## config.mk

```make
export PLATFORM = sky130hd
export DESIGN_NAME = filter_seq_ctrl
export DESIGN_NICKNAME = d
export VERILOG_FILES = /design/src/rtl/filter_seq_ctrl.sv
export SDC_FILE = /design/constraint.sdc
export NUM_CORES = 1
export LEC_CHECK = 0
export BUFFER_PORTS_ARGS = -buffer_cell sky130_fd_sc_hd__buf_2
export CAP_MARGIN = 5
export CELL_PAD_IN_SITES_DETAIL_PLACEMENT = 0
export CELL_PAD_IN_SITES_GLOBAL_PLACEMENT = 1
export CORE_UTILIZATION = 42
export CTS_BUF_LIST = sky130_fd_sc_hd__clkbuf_4
export CTS_CLUSTER_SIZE = 25
export DETAILED_ROUTE_END_ITERATION = 10
export PLACE_DENSITY_LB_ADDON = 0.1
export SYNTH_ARGS = -nofsm -noshare
export SYNTH_HDL_FRONTEND = slang
export SYNTH_SLANG_ARGS = --single-unit
```

## constraint.sdc

```tcl
create_clock -name clock -period 2.83 [get_ports clock]
set_clock_uncertainty 0.05 [all_clocks]
set_input_delay 0.7075 -clock clock [delete_from_list [all_inputs] [get_ports clock]]
set_output_delay 0.7075 -clock clock [all_outputs]
set_load 0.03 [all_outputs]
```

## src/rtl/filter_seq_ctrl.sv

```systemverilog
// rtl/filter_seq_ctrl.sv - sequencer for the 7-tap byte FIR datapath: parameter load, sample issue, result capture
module filter_seq_ctrl #(
    parameter int          Y_LAT    = 8,
    parameter int          N_CFG    = 8,
    parameter logic [15:0] CFG_BASE = 16'h0000
) (
    input  logic        clock,
    input  logic        rst,
    input  logic        cfg_valid,
    output logic        cfg_ready,
    input  logic [7:0]  cfg_data,
    input  logic        s_valid,
    output logic        s_ready,
    input  logic [7:0]  s_data,
    output logic        m_valid,
    input  logic        m_ready,
    output logic [7:0]  m_data,
    output logic        configured,
    output logic        busy,
    output logic        flt_w_en_n,
    output logic [7:0]  flt_p,
    output logic [15:0] flt_addr,
    output logic        flt_x_valid_n,
    output logic [7:0]  flt_x,
    input  logic [7:0]  flt_y
);

    localparam int CNT_W = $clog2(Y_LAT + 1);

    typedef enum logic [2:0] {
        IDLE  = 3'd0,
        CFG   = 3'd1,
        ISSUE = 3'd2,
        WAIT  = 3'd3,
        CAP   = 3'd4
    } state_t;

    state_t             state;
    state_t             next_state;
    logic [3:0]         cfg_idx;
    logic [CNT_W-1:0]   wait_cnt;
    logic               cfg_hs;
    logic               s_hs;
    logic               m_hs;
    logic               last_byte;

    assign last_byte = (cfg_idx == 4'(N_CFG - 1));

    // State register
    always_ff @(posedge clock or posedge rst) begin
        if (rst) begin
            state <= IDLE;
        end else begin
            state <= next_state;
        end
    end

    // Next-state logic; WAIT leaves on the edge that takes the counter to zero so CAP
    // lines up with the first cycle flt_y holds the new result
    always_comb begin
        next_state = state;
        case (state)
            IDLE: begin
                if (cfg_hs) begin
                    next_state = last_byte ? IDLE : CFG;
                end else if (s_hs) begin
                    next_state = ISSUE;
                end
            end
            CFG: begin
                if (cfg_hs && last_byte) begin
                    next_state = IDLE;
                end
            end
            ISSUE:   next_state = WAIT;
            WAIT: begin
                if (wait_cnt <= CNT_W'(1)) begin
                    next_state = CAP;
                end
            end
            CAP:     next_state = IDLE;
            default: next_state = IDLE;
        endcase
    end

    // Handshake outputs; config beats samples in IDLE, no sample while a result is pending
    always_comb begin
        cfg_ready = (state == IDLE) || (state == CFG);
        s_ready   = (state == IDLE) && configured && !m_valid && !cfg_valid;
        busy      = (state != IDLE);
        cfg_hs    = cfg_valid && cfg_ready;
        s_hs      = s_valid && s_ready;
        m_hs      = m_valid && m_ready;
    end

    // Registered datapath strobes, parameter index, wait counter and result holding register
    always_ff @(posedge clock or posedge rst) begin
        if (rst) begin
            cfg_idx       <= 4'd0;
            configured    <= 1'b0;
            m_valid       <= 1'b0;
            m_data        <= 8'h00;
            flt_w_en_n    <= 1'b1;
            flt_p         <= 8'h00;
            flt_addr      <= CFG_BASE;
            flt_x_valid_n <= 1'b1;
            flt_x         <= 8'h00;
            wait_cnt      <= '0;
        end else begin
            flt_w_en_n    <= !cfg_hs;
            flt_x_valid_n <= !s_hs;

            if (cfg_hs) begin
                flt_p    <= cfg_data;
                flt_addr <= CFG_BASE | {12'h000, cfg_idx};
                if (last_byte) begin
                    cfg_idx    <= 4'd0;
                    configured <= 1'b1;
                end else begin
                    cfg_idx <= cfg_idx + 4'd1;
                    if (cfg_idx == 4'd0) begin
                        configured <= 1'b0;
                    end
                end
            end

            if (s_hs) begin
                flt_x <= s_data;
            end

            if (state == ISSUE) begin
                wait_cnt <= CNT_W'(Y_LAT);
            end else if (state == WAIT && wait_cnt != '0) begin
                wait_cnt <= wait_cnt - CNT_W'(1);
            end

            if (state == CAP) begin
                m_data  <= flt_y;
                m_valid <= 1'b1;
            end else if (m_hs) begin
                m_valid <= 1'b0;
            end
        end
    end

endmodule

```

**After elaboration in Yosys (flattened, before gate mapping)**

Cells that the tools add are included.

- Flip-flop bits (word level): 43
- Bits of input ports: 29
- Output and inout bits: 47

- $add $sub $neg: 2
- Reductions and logical operators: 22
- $lt $le $gt $ge: 1
- Mux-type cells: 13
- Eq/ne operators: 8

Operators with widths:

| operator | number |
|---|---|
| 3-bit two-way mux | 4 |
| 4-bit two-way mux | 3 |
| 3-bit case mux with 4 select lines | 1 |
| 1-bit logical AND | 8 |
| 3-bit by 2-bit equality test with 1-bit output (second input constant) | 2 |
| 2-bit nonzero test | 3 |
| 1-bit two-way mux | 5 |
| 4-bit by 1-bit adder with 4-bit output (second input constant) | 1 |
| 4-bit by 3-bit equality test with 1-bit output (second input constant) | 1 |
| 4-bit by 1-bit <= comparator with 1-bit output (second input constant) | 1 |
| 1-bit zero test | 4 |
| 4-bit zero test | 1 |
| 2-bit inequality test (second input constant) | 2 |
| 4-bit nonzero test | 1 |
| 4-bit by 1-bit subtractor with 4-bit output (second input constant) | 1 |
| 3-bit by 1-bit equality test with 1-bit output (second input constant) | 1 |
| 3-bit equality test (second input constant) | 1 |
| 3-bit zero test | 1 |
| 3-bit inequality test (second input constant) | 1 |
| 3-bit AND reduction | 1 |
| 3-bit nonzero test | 1 |
| 2-bit AND reduction | 1 |
| 1-bit logical OR | 1 |

**Logic depth before layout (Yosys ltp)**

Gate-level depths: netlist of the first run.

- Depth after elaboration: 8
- Depth in mapped cells: 6
- Mapped depth without buffers: 5

**Worst setup path after synthesis of the first run**

Ideal clock, no wire load.

- Path kind: in2out
- Start point: input port cfg_valid
- End point: output port s_ready
- Stages on the path: 2
- Required time: 2072 ps
- Slack: 800 ps
- Data arrival time: 1272 ps
- Cells stage by stage: nor3b_2 -> and3_1

- Word-level cells in the longest chain between the ends: 2

RTL lines:

| what | line | RTL |
|---|---|---|
| start, declared | 9 | `input logic cfg_valid,` |
| 1-bit zero test | 89 | `s_ready = (state == IDLE) && configured && !m_valid && !cfg_valid;` |
| 1-bit logical AND | 89 |  |
| end, declared | 13 | `output logic s_ready,` |

No other way between the ends.

**Final worst setup path of the first run**

- Start point: register state[1]
- End point: output port s_ready

- Word-level cells in the longest chain between the ends: 4

RTL lines:

| what | line | RTL |
|---|---|---|
| start, declared | 38 | `state_t state;` |
| start signal, assigned | 54 | `state <= next_state;` |
| 3-bit zero test | 89 |  |
| 1-bit logical AND (3 in a row) | 89 |  |

No other way between the ends.

==> results of run 1 <==
-- stage by stage --
stage,total power [W],std cells,setup WS [ns]
2_1_floorplan,0.002028,158,0.8003
3_3_place_gp,0.002329,259,0.6316
3_5_place_dp,0.002369,259,0.6254
4_1_cts,0.002659,267,0.6031
5_1_grt,0.002806,267,0.4546
6_report,0.002624,267,0.6213
-- how the worst max path moves through the flow --
stage	start	cells past startpoint	endpoint	slack, ns
6_report	state[1]	3	s_ready	0.62
5_1_grt	state[1]	3	s_ready	0.45
4_1_cts	state[1]	3	s_ready	0.60
3_5_place_dp	cfg_valid	4	s_ready	0.63
3_3_place_gp	cfg_valid	4	s_ready	0.63
2_1_floorplan	cfg_valid	2	s_ready	0.80
-- routing by layer --
| layer | track usage | up-vias |
|---|---|---|
| met2 | 0.2665 | 34 |
| met5 | 0 | - |
| met3 | 0.04506 | 9 |
| met1 | 0.1775 | 641 |
| met4 | 0.06667 | 0 |
| li1 | - | 622 |
-- sequential cells by signal, summed over array words and instances (netlist names) --
name,flops
configured,1
wait_cnt,4
state,3
m_data,8
cfg_idx,4
m_valid,1
flt_x_valid_n,1
flt_w_en_n,1
flt_addr,4
flt_x,8
flt_p,8
-- cells by family after synthesis --
logic type	count (synthesis)	synth area share
buffers and inverters	25	0.07477
XOR/XNOR	1	0.004552
other	1	0.001949
flip-flops	43	0.5605
adder cells (fa/ha/maj)	5	0.03251
multiplexers	31	0.1801
AND/OR/NAND/NOR	27	0.09818
AO/OA/AOI/OAI	14	0.04746
-- Yosys cell counts (all sizes together) --
master  count
clkbuf      2
xnor2       1
o211ai      2
buf        14
nand3       5
or3b        2
dfrtp      41
o21ai       4
mux2       29
ha          5
mux2i       2
inv         9
nand4b      1
and3        1
a21oi       3
nor3b       4
dfstp       2
nor4b       1
nor3        1
conb        1
and3b       1
a22o        1
a311oi      1
a21o        2
nand2       4
a31o        1
nor2        4
nand4       2
nand2b      1
-- final cells by class --
cell class,instances,share of cell area
inverters,9,0.01467
well taps,52,0.02825
flip-flops and latches,43,0.4682
multi-input cells,90,0.3227
clock buffers,6,0.01955
repair buffers,65,0.1434
clock inverters,2,0.003259
-- worst register-to-register path: stages (launching register included) --
cell and delay (ns):
sky130_fd_sc_hd__dfrtp_1 0.42, sky130_fd_sc_hd__inv_1 0.13, sky130_fd_sc_hd__ha_1 0.16, sky130_fd_sc_hd__or3b_2 0.51
sky130_fd_sc_hd__a311oi_1 0.29
-- power by group --
part           switching, W  internal, W  leakage [nW]
sequential         0.000178     0.000891         0.516
combinational      0.000806     0.000467         0.608
clock              0.000180     0.000102        0.0307
==> results.sh, run 1 <==
export IMPL_final_cell_area_um2=2303
export IMPL_final_min_period_over_clock_period=0.7805
export IMPL_initialDrtViolationCount=37
export IMPL_post_cts_setup_buffer_count=0
export IMPL_hold_buffers=0
export IMPL_final_period_minus_worst_setup_slack_ns=2.209
export IMPL_synth_ff_latch_count=43
export IMPL_seq_area_um2=1079
export IMPL_synthDominantAreaCellType="sky130_fd_sc_hd__dfrtp_1"
export IMPL_critPathTopFamily="flip-flops"
export IMPL_cpMaxStageDelayCell="sky130_fd_sc_hd__dfrtp_1"
export IMPL_chipHeight_um=69.69
export IMPL_htree_levels=2
export IMPL_p_leak_nw=1.155
export IMPL_routed_via_count=1306
export IMPL_clk_latency_ns=0.34
export IMPL_startpoint_type="flop"
export IMPL_critical_path_n_buffers_inverters=1
export IMPL_netlist_area_um2=1924
export IMPL_report_final_setup_viol=0
export IMPL_yosys_area_top_type_share=0.5332
export IMPL_fillCellCount=412
export IMPL_route_top_layer_used="met4"
export IMPL_final_common_cell="sky130_fd_sc_hd__buf_2"
export IMPL_power_density_nw_per_um2=1139
export IMPL_antenna_diode_count=0
export IMPL_commonest_cells_after_routing_fill_and_taps_aside="sky130_fd_sc_hd__buf_2 (63), sky130_fd_sc_hd__dfrtp_1 (41), sky130_fd_sc_hd__mux2_2 (29), sky130_fd_sc_hd__conb_1 (12), sky130_fd_sc_hd__inv_1 (8)"
export IMPL_rsz_0062_raised_after_global_routing="no"
export IMPL_timing_critical_path_arrival_ns=1.45
export IMPL_max_slew_margin_rel=0.6422
export IMPL_rrSetupSlack_ns=1.18
export IMPL_synth_top_cells_by_area="sky130_fd_sc_hd__dfrtp_1 (53%), sky130_fd_sc_hd__mux2_2 (17%), sky130_fd_sc_hd__buf_4 (5.1%), sky130_fd_sc_hd__ha_1 (3.3%), sky130_fd_sc_hd__dfstp_2 (2.7%)"
export IMPL_clk_transition_reported_paths_ns=0.12
export IMPL_io_buffer_count=63
export IMPL_routed_wire_length_per_instance_um=12.95
export IMPL_layout_drive_gt1_share=0.5116
export IMPL_grt_start_max_net_pins=44
export IMPL_worst_slew_pin_slew_ns=0.5366
export IMPL_achievable_frequency_mhz=452.8
export IMPL_worstPathCellList="nor2_2 > and3_1 > buf_2"
export IMPL_ir_drop_mv=0.5434
export IMPL_max_cap_viol_count=0
export IMPL_area_delta_synth_final_pct=19.70
export IMPL_critical_path_reg2reg_startpoint="wait_cnt[0]"
export IMPL_final_core_util=0.5254
export IMPL_place_gp_congestion=0.6909
export IMPL_antenna_found_initial=0
export IMPL_first_global_vias=1289
export IMPL_seq_area_frac_synth=0.5605
export IMPL_run_status="completed"
export IMPL_antenna_nets_post_route=0
export IMPL_first_pass_grt_wire_length_um=5920
export IMPL_multi_input_comb_area_um2=743.2
export IMPL_path_max_fanout=7
export IMPL_dp_hpwl_um=2596
export IMPL_drt_drc_violations_left=0
export IMPL_drt_met1_wl_um=1425
export IMPL_yosys_warnings=0
export IMPL_endpoint_type_of_the_worst_setup_path="output pin"
export IMPL_cp_required_ns=2.07
export IMPL_grt_util_all_layers=0.1542
export IMPL_slew_viol_final=0
export IMPL_r2r_end="wait_cnt[1]"
export IMPL_floorplan_initialDensity=0.4389
export IMPL_hold_viol=0
export IMPL_fin_tns_setup_ns=0
export IMPL_top_level_ports=76
export IMPL_floorplan_rows=24
export IMPL_min_path_type="in -> async"
export IMPL_dr_wl_met2_um=1815
export IMPL_synthDistinctLibCells=34
export IMPL_postSynthAreaPerCell_um2=13.09
export IMPL_detailedRoute_firstPassIterationCount=4
export IMPL_viasPerCell=4.891
export IMPL_cts_tree="yes"
export IMPL_critPathMaxStageDelay_ns=0.50
export IMPL_holdWs_ns=0.4199
export IMPL_post_cts_resize_count=0
export IMPL_netlist_instances=147
export IMPL_placed_cell_area_um2=2251
export IMPL_core_um2=4384
export IMPL_cts_buffers=5
export IMPL_die_x_um=69.69
export IMPL_cts_max_path_buffers=2
export IMPL_final_net_count=248
export IMPL_globalRouteOverflowTotal=0
export IMPL_tritoncts_num_sinks=43
export IMPL_totalWireLength_um=3457
export IMPL_die_area_um2=4857
export IMPL_path_class="reg -> out"
export IMPL_clk_root_buffer_cell="sky130_fd_sc_hd__clkbuf_4"
export IMPL_detailroute_wirelength_met3_um=138
export IMPL_worstRegToRegCells=4
No activity file was read; power rests on OpenSTA's default activity.
==> run 2, diff against run 1 <==
--- a/config.mk
+++ b/config.mk
@@ -9,7 +9,7 @@
 export CAP_MARGIN = 5
 export CELL_PAD_IN_SITES_DETAIL_PLACEMENT = 0
 export CELL_PAD_IN_SITES_GLOBAL_PLACEMENT = 1
-export CORE_UTILIZATION = 42
+export CORE_UTILIZATION = 35
 export CTS_BUF_LIST = sky130_fd_sc_hd__clkbuf_4
 export CTS_CLUSTER_SIZE = 25
 export DETAILED_ROUTE_END_ITERATION = 10
==> constraint.sdc (replaced) <==
create_clock -name clock -period 1.8 [get_ports clock]
set_clock_uncertainty 0.05 [all_clocks]
set_input_delay 0.45 -clock clock [delete_from_list [all_inputs] [get_ports clock]]
set_output_delay 0.45 -clock clock [all_outputs]
set_load 0.03 [all_outputs]
==> run 2 against run 1 <==
  * The run now ends with negative setup slack left
  * Clock-buffer cell count fell by 1
  * Register-to-register slack got worse by 1.0 ns
  * Non-clock buffer count rose by 5
  * First-iteration DRC count rose to 2.7 times the previous value
  * Critical path type unchanged
==> results.sh, run 2 (same netlist as run 1, synthesis figures left out) <==
export IMPL_chipHeight_um=76.15
export IMPL_final_period_minus_worst_setup_slack_ns=1.822
export IMPL_totalWireLength_um=3760
export IMPL_timing_critical_path_arrival_ns=1.32
export IMPL_final_common_cell="sky130_fd_sc_hd__buf_2"
export IMPL_max_slew_margin_rel=0.6452
export IMPL_place_gp_congestion=0.7236
export IMPL_power_density_nw_per_um2=1755
export IMPL_floorplan_initialDensity=0.3697
export IMPL_hold_buffers=0
export IMPL_hold_viol=0
export IMPL_cts_max_path_buffers=2
export IMPL_worst_slew_pin_slew_ns=0.5310
export IMPL_core_um2=5205
export IMPL_initialDrtViolationCount=100
export IMPL_achievable_frequency_mhz=548.9
export IMPL_min_path_type="in -> async"
export IMPL_startpoint_type="flop"
export IMPL_antenna_nets_post_route=0
export IMPL_clk_latency_ns=0.34
export IMPL_routed_wire_length_per_instance_um=13.01
export IMPL_detailedRoute_firstPassIterationCount=2
export IMPL_run_status="finished, violations left"
export IMPL_path_class="reg -> out"
export IMPL_clk_root_buffer_cell="sky130_fd_sc_hd__clkbuf_4"
export IMPL_antenna_diode_count=0
export IMPL_placed_cell_area_um2=2298
export IMPL_htree_levels=2
export IMPL_failed_checks="negative setup slack"
export IMPL_setup_slack_ns=-0.02187
export IMPL_max_cap_viol_count=0
export IMPL_die_area_um2=5799
export IMPL_top_level_ports=76
export IMPL_fillCellCount=517
export IMPL_cpMaxStageDelayCell="sky130_fd_sc_hd__dfrtp_1"
export IMPL_final_net_count=253
export IMPL_critical_path_n_buffers_inverters=1
export IMPL_endpoint_type_of_the_worst_setup_path="output pin"
export IMPL_critPathMaxStageDelay_ns=0.44
export IMPL_drt_drc_violations_left=0
export IMPL_clk_transition_reported_paths_ns=0.12
export IMPL_totalPowerFinal_w=0.004238
export IMPL_layout_drive_gt1_share=0.5479
export IMPL_grt_util_all_layers=0.1395
export IMPL_first_pass_grt_wire_length_um=6327
export IMPL_post_place_ws_ns=0.07601
export IMPL_ir_drop_mv=0.7759
export IMPL_slew_viol_final=0
export IMPL_cp_required_ns=1.30
export IMPL_grt_start_max_net_pins=44
export IMPL_rsz_0062_raised_after_global_routing="yes"
export IMPL_largest_registers="flt_p: 8 flops, flt_x: 8 flops, m_data: 8 flops"
export IMPL_cts_tree="yes"
export IMPL_dp_hpwl_um=2673
export IMPL_area_delta_synth_final_pct=25.49
export IMPL_worstPathCellList="nor3b_4 > and3_4 > buf_6"
export IMPL_report_final_setup_viol=1
export IMPL_path_max_fanout=2
export IMPL_p_leak_nw=1.188
export IMPL_critPathTopFamily="flip-flops"
export IMPL_globalRouteOverflowTotal=0
export IMPL_final_min_period_over_clock_period=1.012
export IMPL_viasPerCell=4.623
export IMPL_die_x_um=76.15
export IMPL_tritoncts_num_sinks=43
export IMPL_cts_buffers=5
export IMPL_fin_tns_setup_ns=-0.02187
export IMPL_commonest_cells_after_routing_fill_and_taps_aside="sky130_fd_sc_hd__buf_2 (62), sky130_fd_sc_hd__dfrtp_1 (38), sky130_fd_sc_hd__mux2_2 (29), sky130_fd_sc_hd__conb_1 (12), sky130_fd_sc_hd__inv_1 (8)"
export IMPL_routed_via_count=1336
export IMPL_io_buffer_count=63
export IMPL_floorplan_rows=26
export IMPL_final_core_util=0.4639
export IMPL_final_cell_area_um2=2415
export IMPL_antenna_found_initial=0
export IMPL_first_global_vias=1376
-- run 2: changes by cell type in the layout (fill, tap and decap cells not counted), sizes merged --
cell	previous run	this run
buf	65	70
clkbuf	6	5
-- run 2: worst register-to-register path, stage by stage, from the launching register on --
cell and delay (ns):
sky130_fd_sc_hd__dfrtp_1 0.42, sky130_fd_sc_hd__inv_1 0.14, sky130_fd_sc_hd__ha_1 0.15, sky130_fd_sc_hd__or3b_2 0.51, sky130_fd_sc_hd__nand3_1 0.14, sky130_fd_sc_hd__mux2i_1 0.18
-- run 2: repair_timing --
action,4_1_cts,5_1_grt
resized for setup,5,4
pin swaps,2,1
endpoints found under the hold margin,0,0
buffers inserted,4,1
endpoints found under the setup margin,3,3
-- run 2: path summary, 6_finish.rpt --
kind,end,depth (start not counted),slack [ns],from
setup / recovery,s_ready,3,-0.02,m_valid
hold / removal,m_data[0],3,0.07,rst
setup reg to reg,wait_cnt[2],5,0.14,wait_cnt[0]
hold reg to reg,flt_x[3],1,0.46,flt_x[3]
max in group asynchronous,flt_x_valid_n,3,1.38,rst
min in group clock,flt_x[3],2,0.28,s_data[3]
-- run 2: power breakdown --
group | switching [W] | internal, W | total, W | leakage [nW]
Combinational | 0.00131 | 0.000810 | 0.00212 | 0.647
Clock | 0.000296 | 0.000139 | 0.000435 | 0.0285
Sequential | 0.000279 | 0.00141 | 0.00168 | 0.512
-- run 2: layout make-up --
class	count	area (um^2)	share of cell area
Multi-Input combinational cell	90	765.7	0.3171
Sequential cell	43	1082	0.4482
Clock inverter	2	8.758	0.003627
Tap cell	70	87.58	0.03627
Inverter	9	33.78	0.01399
Timing Repair Buffer	70	399.1	0.1653
Clock buffer	5	37.54	0.01554
-- run 2: routing by layer --
layer / routed length [um] / track usage / share of wire / vias up
li1: - / - / - / 629
met1: 1521 / 0.1585 / 0.40 / 643
met2: 1927 / 0.2445 / 0.51 / 54
met3: 232 / 0.03713 / 0.062 / 10
met4: 78 / 0.06346 / 0.021 / 0
met5: 0 / 0 / 0 / -
-- run 2: stage by stage --
| stage | instances | hold slack, ns |
|---|---|---|
| final | 289 | 0.06661 |
| after global routing | 289 | 0.05670 |
| after CTS | 288 | 0.05671 |
| after detailed placement | 277 | 0.4402 |
| after global placement | 277 | 0.4315 |
| after floorplan | 158 | 0.4021 |
==> run 3, diff against run 2 <==
--- a/config.mk
+++ b/config.mk
@@ -13,7 +13,7 @@
 export CTS_BUF_LIST = sky130_fd_sc_hd__clkbuf_4
 export CTS_CLUSTER_SIZE = 25
 export DETAILED_ROUTE_END_ITERATION = 10
-export PLACE_DENSITY_LB_ADDON = 0.1
+export PLACE_DENSITY = 0.82
 export SYNTH_ARGS = -nofsm -noshare
 export SYNTH_HDL_FRONTEND = slang
 export SYNTH_SLANG_ARGS = --single-unit
==> run 3 against run 2 <==
  * The run now ends clean
  * Worst hold slack better by 0.19 ns
  * Cell count up 2.1%
  * Worst setup slack gained 0.022 ns
  * Sequential power is essentially flat
  * Total power grew 0.44%
  * Flip-flop and latch count unchanged
  * Critical path type unchanged
  * Maximum frequency increased by 1.2%
  * Via count shrank 0.30%
  * Register-to-register slack about the same
  * Largest power group unchanged
==> results.sh, run 3 (same netlist as run 1, synthesis figures left out) <==
export IMPL_clk_root_buffer_cell="sky130_fd_sc_hd__clkbuf_4"
export IMPL_p_leak_nw=1.206
export IMPL_io_buffer_count=63
export IMPL_core_um2=5205
export IMPL_max_cap_viol_count=0
export IMPL_final_cell_area_um2=2441
export IMPL_fillCellCount=517
export IMPL_fin_tns_setup_ns=0
export IMPL_power_density_nw_per_um2=1743
export IMPL_clk_latency_ns=0.36
export IMPL_chipHeight_um=76.15
export IMPL_timing_critical_path_arrival_ns=1.30
export IMPL_hp_start="cfg_data[1]"
export IMPL_ir_drop_mv=0.7421
export IMPL_min_path_type="in -> reg"
export IMPL_holdWs_ns=0.2601
export IMPL_first_global_vias=1327
export IMPL_antenna_found_initial=0
export IMPL_die_area_um2=5799
export IMPL_totalWireLength_um=3583
export IMPL_grt_start_max_net_pins=32
export IMPL_slew_viol_final=0
export IMPL_grt_util_all_layers=0.1316
export IMPL_antenna_nets_post_route=0
export IMPL_cp_required_ns=1.30
export IMPL_startpoint_type="flop"
export IMPL_final_net_count=258
export IMPL_path_class="reg -> out"
export IMPL_antenna_diode_count=0
export IMPL_achievable_frequency_mhz=555.6
export IMPL_path_max_fanout=5
export IMPL_area_delta_synth_final_pct=26.85
export IMPL_routed_via_count=1332
export IMPL_run_status="completed"
export IMPL_totalPowerFinal_w=0.004256
export IMPL_final_min_period_over_clock_period=0.9999
export IMPL_first_pass_grt_wire_length_um=6009
export IMPL_drt_drc_violations_left=0
export IMPL_worstRegToRegCells=5
export IMPL_final_period_minus_worst_setup_slack_ns=1.800
export IMPL_viasPerCell=4.515
export IMPL_cpMaxStageDelayCell="sky130_fd_sc_hd__dfrtp_2"
export IMPL_worstHoldPathCells=2
export IMPL_placed_cell_area_um2=2301
export IMPL_report_final_setup_viol=0
export IMPL_cts_tree="yes"
export IMPL_largest_registers="flt_p: 8 flops, flt_x: 8 flops, m_data: 8 flops"
export IMPL_hold_viol=0
export IMPL_floorplan_initialDensity=0.3697
export IMPL_die_x_um=76.15
export IMPL_cts_buffers=5
export IMPL_rrSetupSlack_ns=0.15
export IMPL_seq_area_um2=1082
export IMPL_place_gp_congestion=0.7267
export IMPL_initialDrtViolationCount=35
export IMPL_clk_transition_reported_paths_ns=0.14
export IMPL_globalRouteOverflowTotal=0
export IMPL_multi_input_comb_area_um2=753.2
export IMPL_endpoint_type_of_the_worst_setup_path="output pin"
export IMPL_rsz_0062_raised_after_global_routing="yes"
export IMPL_cts_max_path_buffers=2
export IMPL_commonest_cells_after_routing_fill_and_taps_aside="sky130_fd_sc_hd__buf_2 (62), sky130_fd_sc_hd__dfrtp_1 (38), sky130_fd_sc_hd__mux2_2 (29), sky130_fd_sc_hd__conb_1 (12), sky130_fd_sc_hd__buf_4 (10)"
export IMPL_final_common_cell="sky130_fd_sc_hd__buf_2"
export IMPL_worstPathCellList="nor2_4 > and3_4 > buf_6"
export IMPL_dp_hpwl_um=2475
export IMPL_tritoncts_num_sinks=43
export IMPL_critPathMaxStageDelay_ns=0.45
export IMPL_htree_levels=2
export IMPL_routed_wire_length_per_instance_um=12.15
export IMPL_detailedRoute_firstPassIterationCount=4
export IMPL_layout_drive_gt1_share=0.5600
export IMPL_top_level_ports=76
export IMPL_min_delay_worst_endpoint="flt_p[1]"
export IMPL_r2r_end="wait_cnt[2]"
export IMPL_floorplan_rows=26
export IMPL_critical_path_reg2reg_startpoint="wait_cnt[0]"
[run 3: how the worst max path moves through the flow]
stage | from | end
after floorplan | state[1] | s_ready
after global placement | cfg_valid | s_ready
after detailed placement | cfg_valid | s_ready
after CTS | m_valid | s_ready
after global routing | m_valid | s_ready
final | state[2] | s_ready
[run 3: cell type report]
cell class	instances	area share
multi-input cells	90	0.3086
clock inverters	3	0.008201
repair buffers	75	0.1748
inverters	9	0.01384
well taps	70	0.03588
flip-flops and latches	43	0.4434
clock buffers	5	0.01538
[run 3: through the flow]
stage / util / setup WS [ns] / std cells
detailed placement: 0.4421 / 0.1053 / 279
global route: 0.4690 / -0.08868 / 295
floorplan: - / 0.05931 / 158
CTS: 0.4680 / -0.01543 / 295
global placement: 0.4421 / 0.1164 / 279
finish: 0.4690 / 0.0001998 / 295
[run 3: where the power goes]
group	switching, W	internal, W	total (W)
registers	0.000258	0.00140	0.00166
logic	0.00131	0.000803	0.00212
clock network	0.000329	0.000149	0.000478
total	0.00190	0.00236	0.00426
[run 3: repair_timing]
action	CTS	global route
gates cloned	0	0
pin swaps	3	1
gates resized for setup	6	1
hold buffers	1	0
endpoints found under the hold margin	12	0
setup buffers	7	0
endpoints found under the setup margin	3	1
[run 3: worst max-delay path, delay by kind of cell (launching register included)]
kind          cells  cell delay [ns]
buf+inv           1             0.12
flops             1             0.45
simple gates      2             0.38
[run 3: metal layers]
metal	GRT usage	part of all wire	vias to the layer above
met3	0.04551	0.067	7
met2	0.2191	0.49	49
met4	0.05192	0.017	0
met5	0	0	-
met1	0.1559	0.43	637
li1	-	-	639
